File: config.mk
export PLATFORM = sky130hd
export DESIGN_NAME = multdiv_ctrl
export DESIGN_NICKNAME = d
export VERILOG_FILES = /design/src/rtl/multdiv_ctrl.sv
export SDC_FILE = /design/constraint.sdc
export NUM_CORES = 1
export LEC_CHECK = 0
export ABC_CLOCK_PERIOD_IN_PS = 1800
export BUFFER_PORTS_ARGS = -buffer_cell sky130_fd_sc_hd__buf_4
export CAP_MARGIN = 40
export CORE_MARGIN = 1.5
export CORE_UTILIZATION = 40
export CTS_BUF_LIST = sky130_fd_sc_hd__clkbuf_4 sky130_fd_sc_hd__clkbuf_8
export CTS_CLUSTER_SIZE = 28
export DETAILED_ROUTE_END_ITERATION = 7
export HOLD_SLACK_MARGIN = 0.15
export SYNTH_ARGS = -nofsm -noshare
export SYNTH_HDL_FRONTEND = slang
export SYNTH_SLANG_ARGS = --single-unit
File: constraint.sdc
create_clock -name clock -period 1.8 [get_ports clock]
set_input_delay 0.18 -clock clock [delete_from_list [all_inputs] [get_ports clock]]
set_output_delay 0.18 -clock clock [all_outputs]
set_load 0.01 [all_outputs]
File: src/rtl/multdiv_ctrl.sv
`default_nettype none
// ============================================================================
//  Module      : multdiv_ctrl
//  Description : Sequencer for the multdiv unit. It tracks ops through the
//                always-advancing multiplier latch stages, runs the iterative
//                divider FSM (IDLE/RUN/DONE), and drives one shared
//                result-ready / exception / select / tag interface.
//                Optional macro MULTDIV_OVF_EN: mult results carry
//                mult_overflow as their exception flag.
//  Revision    : 1.0 - initial release
// ============================================================================
module multdiv_ctrl #(
    parameter int MULT_STAGES = 4,
    parameter int DIV_CYCLES  = 32,
    parameter int TAG_W       = 5
) (
    input  logic             clock,
    input  logic             reset,
    input  logic             ctrl_MULT,
    input  logic             ctrl_DIV,
    input  logic             operand_b_zero,
    input  logic             mult_overflow,
    input  logic [TAG_W-1:0] dest_in,
    output logic             stall,
    output logic             div_load,
    output logic             div_step_en,
    output logic             data_resultRDY,
    output logic             data_exception,
    output logic             result_sel,
    output logic [TAG_W-1:0] dest_out,
    output logic             busy
);

    localparam int              CNT_W    = (DIV_CYCLES > 1) ? $clog2(DIV_CYCLES) : 1;
    localparam logic [CNT_W-1:0] CNT_LOAD = CNT_W'(DIV_CYCLES - 1);

    localparam logic [1:0] S_IDLE = 2'd0;
    localparam logic [1:0] S_RUN  = 2'd1;
    localparam logic [1:0] S_DONE = 2'd2;

    // Divider state
    logic [1:0]       state;
    logic [1:0]       state_next;
    logic [CNT_W-1:0] cnt;
    logic [CNT_W-1:0] cnt_next;
    logic [TAG_W-1:0] div_tag;
    logic [TAG_W-1:0] div_tag_next;
    logic             div_exc;
    logic             div_exc_next;

    // Multiplier tracking pipe; index MULT_STAGES-1 is the final stage
    logic [MULT_STAGES-1:0]            valid_pipe;
    logic [MULT_STAGES-1:0]            valid_next;
    logic [MULT_STAGES-1:0][TAG_W-1:0] tag_pipe;
    logic [MULT_STAGES-1:0][TAG_W-1:0] tag_next;

    logic             div_idle;
    logic             pipe_empty;
    logic             mult_accept;
    logic             div_accept;
    logic             mult_ovf_flag;

    // Next values of the registered outputs
    logic             rdy_next;
    logic             exc_next;
    logic             sel_next;
    logic [TAG_W-1:0] dest_next;
    logic             step_next;
    logic             busy_next;

    assign div_idle    = (state == S_IDLE);
    assign pipe_empty  = ~(|valid_pipe);
    assign mult_accept = ctrl_MULT & div_idle;
    // MULT has priority; a divide also waits for the mult pipe to drain so the
    // two result streams can never collide on the shared interface.
    assign div_accept  = ctrl_DIV & ~ctrl_MULT & div_idle & pipe_empty;

`ifdef MULTDIV_OVF_EN
    assign mult_ovf_flag = mult_overflow;
`else
    logic unused_mult_overflow;
    assign unused_mult_overflow = mult_overflow;
    assign mult_ovf_flag        = 1'b0;
`endif

    // Multiplier pipe shift: new entry at stage 0, everything else moves up
    always_comb begin
        valid_next    = '0;
        tag_next      = '0;
        valid_next[0] = mult_accept;
        tag_next[0]   = dest_in;
        for (int i = 1; i < MULT_STAGES; i++) begin
            valid_next[i] = valid_pipe[i-1];
            tag_next[i]   = tag_pipe[i-1];
        end
    end

    // State register: divider FSM, counter, latched div tag/exception, mult pipe
    always_ff @(posedge clock or posedge reset) begin
        if (reset) begin
            state      <= S_IDLE;
            cnt        <= '0;
            div_tag    <= '0;
            div_exc    <= 1'b0;
            valid_pipe <= '0;
            tag_pipe   <= '0;
        end else begin
            state      <= state_next;
            cnt        <= cnt_next;
            div_tag    <= div_tag_next;
            div_exc    <= div_exc_next;
            valid_pipe <= valid_next;
            tag_pipe   <= tag_next;
        end
    end

    // Next-state logic for the divider FSM and its down-counter
    always_comb begin
        state_next   = state;
        cnt_next     = cnt;
        div_tag_next = div_tag;
        div_exc_next = div_exc;
        case (state)
            S_IDLE: begin
                if (div_accept) begin
                    div_tag_next = dest_in;
                    if (operand_b_zero) begin
                        // Divide-by-zero skips iteration and reports at once
                        state_next   = S_DONE;
                        div_exc_next = 1'b1;
                    end else begin
                        state_next   = S_RUN;
                        cnt_next     = CNT_LOAD;
                        div_exc_next = 1'b0;
                    end
                end
            end
            S_RUN: begin
                if (cnt == '0) begin
                    state_next = S_DONE;
                end else begin
                    cnt_next = cnt - CNT_W'(1);
                end
            end
            S_DONE: begin
                state_next = S_IDLE;
            end
            default: begin
                state_next = S_IDLE;
            end
        endcase
    end

    // Output logic: combinational handshakes plus next values of registered outputs
    always_comb begin
        stall     = (ctrl_MULT & ~mult_accept) | (ctrl_DIV & ~div_accept);
        div_load  = div_accept;
        step_next = (state_next == S_RUN);
        busy_next = (|valid_next) | (state_next != S_IDLE);
        rdy_next  = 1'b0;
        exc_next  = 1'b0;
        sel_next  = 1'b0;
        dest_next = '0;
        if (state_next == S_DONE) begin
            rdy_next  = 1'b1;
            sel_next  = 1'b1;
            exc_next  = div_exc_next;
            dest_next = div_tag_next;
        end else if (valid_next[MULT_STAGES-1]) begin
            rdy_next  = 1'b1;
            exc_next  = mult_ovf_flag;
            dest_next = tag_next[MULT_STAGES-1];
        end
    end

    // Registered outputs to writeback; all zero outside a result cycle
    always_ff @(posedge clock or posedge reset) begin
        if (reset) begin
            div_step_en    <= 1'b0;
            data_resultRDY <= 1'b0;
            data_exception <= 1'b0;
            result_sel     <= 1'b0;
            dest_out       <= '0;
            busy           <= 1'b0;
        end else begin
            div_step_en    <= step_next;
            data_resultRDY <= rdy_next;
            data_exception <= exc_next;
            result_sel     <= sel_next;
            dest_out       <= dest_next;
            busy           <= busy_next;
        end
    end

endmodule
`default_nettype wire

Yosys cells after proc, flatten, opt, wreduce, memory -nomap -nowiden:

Index checks and enable logic that the tools add are counted.
Widths: inputs -> output; s select.

* bits in registers: 42
* output and inout bits: 12
* word-level logic and storage cells: 59

* add/subtract/negate cells: 1
* equality and inequality tests: 6
* muxes and demuxes: 19
* bitwise operators: 12
* reduce and logical (&&, ||, !) cells: 7

Operators by type and width (count)
* $mux 5: 7
* $pmux 5 s2: 1
* $reduce_or 4->1: 2
* $mux 1: 7
* $and 1x1->1: 6
* $mux 2: 3
* $logic_not 5->1: 1
* $sub 5x1->5 const B: 1
* $eq 2x1->1 const B: 2
* $ne 2x2->1 const B: 2
* $not 1->1: 4
* $pmux 2 s2: 1
* $reduce_and 4->1: 1
* $reduce_bool 2->1: 2
* $eq 2x2->1 const B: 1
* $logic_not 2->1: 1
* $ne 2x1->1 const B: 1
* $or 1x1->1: 2

Depth between registers and ports, before layout:

* depth after elaboration: 8
* gate-level depth with buffers: 7
* mapped depth without buffers: 6

Least setup slack after synthesis:

OpenSTA, ideal clock, no wires.

* path type: register to register
* from: register cnt[0]
* to: register dest_out[0]
* library setup time: 0.125 ns
* arrival time: 1.728 ns
* setup slack: -0.053 ns
* stages on the path, launching flop included: 8
* period minus slack after synthesis: 1.853 ns
* cells stage by stage: dfrtp_1 inv_1 ha_1 nor4b_2 nor2b_1 a21o_1 buf_4 mux2_2

* longest elaborated chain between the ends: 5

RTL lines
* from (decl): line 44 `logic [CNT_W-1:0] cnt;`
* from (signal assigned): line 109 `cnt <= cnt_next;`
* $logic_not 5->1: line 139 `if (cnt == '0) begin`
* $mux 2: line 139
* $pmux 2 s2: line 123 `case (state)`
* net state_next[1]: line 43 `logic [1:0] state_next;`
* $eq 2x2->1: line 164 `if (state_next == S_DONE) begin`
* $mux 5: line 164
* net dest_next[0]: line 67 `logic [TAG_W-1:0] dest_next;`
* to (signal assigned): line 190 `dest_out <= dest_next;`
* to (decl): line 30 `output logic [TAG_W-1:0] dest_out,`

The timed path passes the listed nets, and every way through them passes these cells.
A chain may end at the register's enable or synchronous reset.

Final worst setup path:

* from: register valid_pipe[2]
* to: output stall

* longest elaborated chain between the ends: 6

RTL lines
* from (decl): line 52 `logic [MULT_STAGES-1:0] valid_pipe;`
* from (signal assigned): line 112 `valid_pipe <= valid_next;`
* $reduce_or 4->1: line 72 `assign pipe_empty = ~(|valid_pipe);`
* $not 1->1: line 72
* $and 1x1->1: line 76 `assign div_accept = ctrl_DIV & ~ctrl_MULT & div_idle & pipe_empty;`
* $not 1->1: line 156 `stall = (ctrl_MULT & ~mult_accept) | (ctrl_DIV & ~div_accept);`
* $and 1x1->1: line 156
* $or 1x1->1: line 156
* to (decl): line 24 `output logic stall,`

Every way passes these cells.

==> metrics <==
CP Data Arrival Time=1.55 ns; final instance area=2020 sq um; Die X=64.1 um; Netlist cell types=32; register-to-register setup slack=0.11 ns; clk_skew=between 0.003 and 0.004 ns; crit share post-route=96.2%; Syn Nets=roughly 110; DR vias/cell=between 4 and 5; Critical-path top delay cell=dfrtp_1; Net Switching=0.000644 W; Worst Setup SP=valid_pipe[2]; Clk pin slew, worst setup/hold paths=0.08 ns; Mapped Cells=100; Cell Area, Placed=1780 sq um; P_int=0.00185 W; Worst-Margin Slew=0.513 ns; worst r2r src=valid_pipe[2]; drt first pass iters=4; syn avg cell area=14.9 sq um; cell chain of the critical path=nor4_2 -> nand4b_2 -> buf_8 -> nand2_2 -> nand2_2 -> buf_6; share of layout cells above drive strength 1=45.9%; core area=roughly 3600 sq um; kind of critical path=flop to output pin; most common cell after layout, fill and taps aside=dfrtp_1; Rows=22; combinational share of power=between 20% and 30%; TritonCTS clock tree=yes; Placed Cells=around 180; CP most frequent cell=nand2_2; clk sinks=42; initial antenna violation count=0; vias in the first global route=887; worst min-delay path category=input port to flop; final WL=roughly 2500 um; hold_ws=about 0.17 ns; gpl congestion=0.695; PD cells=1240 nW/um^2; nets=between 150 and 200; via count=893; RR Endpoint=dest_out[2]; clk_lat worst skew=0.29 ns; final hold violation count=0; Peak Freq=0.577 GHz; Max Cap Viol=0; DRT antenna net count=0; RSZ-0062 raised after global routing=true; Critical Path Fanout Max=9; count of final max-slew check failures=0; sw frac=25.8%; Peak supply drop=852 uV; Startpoint Class=flop; R2R depth=5; synthesized area=1490 sq um; Worst Path Required=between 1.5 and 2 ns; DRC=0; Starting Density=41.1%; port bufs=21; register area=1050 sq um; largest net degree at the start of global routing=43; hpwl dp=1640 um; Seq pwr share=between 40% and 50%; P_leak=0.969 nW; die area=4110 sq um; relative slew slack=approximately two thirds; clock power share=29.6%; total CTS buffers=5; area delta synth->final=35.0%; Filler cells=324; clk buf depth=2; sequential area share after synthesis=70.4%; Total GRT Usage=15.0%; min Tclk post-route=1.73 ns; initial drt markers=30; wire per inst=~13 um; area of the multi-input gates=around 440 sq um; Top Ports=23; number of antenna diodes=0; final setup vio count=0; CTS H-tree depth=2; outcome=completed; synth warn=0; crit-path max cell delay=0.39 ns; crit end category=output pin; GRT overflow=0; commonest non-fill, non-tap cells in the layout=dfrtp_1, buf_4, dlygate4sd3_1, mux2_2; Post-Layout Cell Count=194; Die Ht=~64 um; Root Driver=clkbuf_8; Worst setup endpoint=stall; global-route wire length before repair=approximately 4500 um; Synth Register Bits=42
[synthesized netlist by cell type]
cell type | n | area, sq um
nand2b_1 | 1 | 6.26
buf_6 | 1 | 11.3
mux2_2 | 6 | 67.6
nor2b_1 | 1 | 6.26
nor4_1 | 1 | 6.26
o22ai_1 | 2 | 12.5
mux2_4 | 4 | 60.1
nand2_1 | 6 | 22.5
nand3b_1 | 1 | 7.51
a2bb2oi_1 | 1 | 8.76
or3_1 | 1 | 6.26
clkbuf_1 | 1 | 3.75
inv_1 | 4 | 15.0
o21a_1 | 1 | 7.51
dfrtp_1 | 42 | 1050
xnor2_1 | 1 | 8.76
a21o_1 | 2 | 15.0
nor4b_2 | 1 | 15.0
a22o_1 | 1 | 8.76
nor4_2 | 1 | 12.5
a21oi_1 | 1 | 5.00
nor3_1 | 2 | 10.0
and2_2 | 5 | 37.5
nor2_1 | 2 | 7.51
and2_1 | 1 | 6.26
o21ai_0 | 4 | 20.0
ha_1 | 1 | 12.5
nand4b_2 | 1 | 15.0
buf_4 | 1 | 7.51
nand3_1 | 1 | 5.00
o31ai_1 | 1 | 7.51
or2_2 | 1 | 6.26
[final cells by class]
type	instances	share of cell area, %
multi-input cells	51	21.8
inverters	4	0.745
clock buffers	6	3.79
well taps	48	2.98
flip-flops and latches	42	52.1
clock inverters	2	1.86
repair buffers	41	16.7
[kinds of logic after synthesis]
group / share of synthesized area, %
DFF: 70.4
buffers and inverters: 2.51
and+or+nand+nor: 11.4
AOI/OAI and AO/OA: 5.70
xor gates and xnor gates: 0.587
adders and majority gates: 0.838
muxes: 8.55
[power by group through the flow]
| stage | clock, W | sequential [W] | combinational [W] |
|---|---|---|---|
| finish | 0.000738 | 0.00120 | 0.000560 |
| global route | 0.000808 | 0.00122 | 0.000618 |
| CTS | 0.000760 | 0.00120 | 0.000543 |
| detailed placement | 0 | 0.00122 | 0.000527 |
| global placement | 0 | 0.00121 | 0.000511 |
| floorplan | 0 | 0.00123 | 0.000272 |
[per-layer routing]
metal / up-vias / global-route usage (%) / part of all wire [%]
li1: 429 / - / -
met1: 442 / 20.1 / 46
met2: 16 / 21.4 / 48
met3: 6 / 5.28 / 3.9
met4: 0 / 8.15 / 2.2
met5: - / 0 / 0
[worst min path at each step]
stage                           from  cells after the start            end  slack, ns
after floorplan           dest_in[0]                      0    tag_next[5]       0.21
after global placement    dest_in[4]                      1    tag_next[9]       0.30
after detailed placement  dest_in[0]                      1    tag_next[5]       0.30
after CTS                  ctrl_MULT                      2  valid_pipe[0]       0.16
after global routing       ctrl_MULT                      2  valid_pipe[0]       0.17
final                      ctrl_MULT                      2  valid_pipe[0]       0.17
[worst max-delay path, delay by kind of cell, from the launching register on]
family	cells	cell delay (ns)
AND/OR/NAND/NOR	4	0.57
flip-flops	1	0.39
buffers and inverters	2	0.30
[metrics by stage]
stage               worst slack (ns)  total power, W  TNS (ns)  utilization (%)
floorplan                     0.0288         0.00150         0                -
global placement            -0.00836         0.00172   -0.0227             49.0
detailed placement           -0.0605         0.00175    -0.199             49.0
CTS                           0.0128         0.00250         0             54.2
global route                 -0.0358         0.00265   -0.0358             55.5
finish                        0.0679         0.00250         0             55.5
[what timing repair did]
action	CTS	global route
resized for setup	2	8
pin swaps	1	0
setup buffers	0	2
hold buffers	7	0
setup endpoints to repair	6	6
hold endpoints to repair	54	0
[registers in the layout, indices dropped and copies added (netlist names)]
name            count
tag_next           15
cnt                 5
dest_out            5
div_tag             5
valid_pipe          4
state               2
busy                1
data_exception      1
data_resultRDY      1
div_exc             1
div_step_en         1
result_sel          1
No activity file was read; power rests on OpenSTA's default activity.
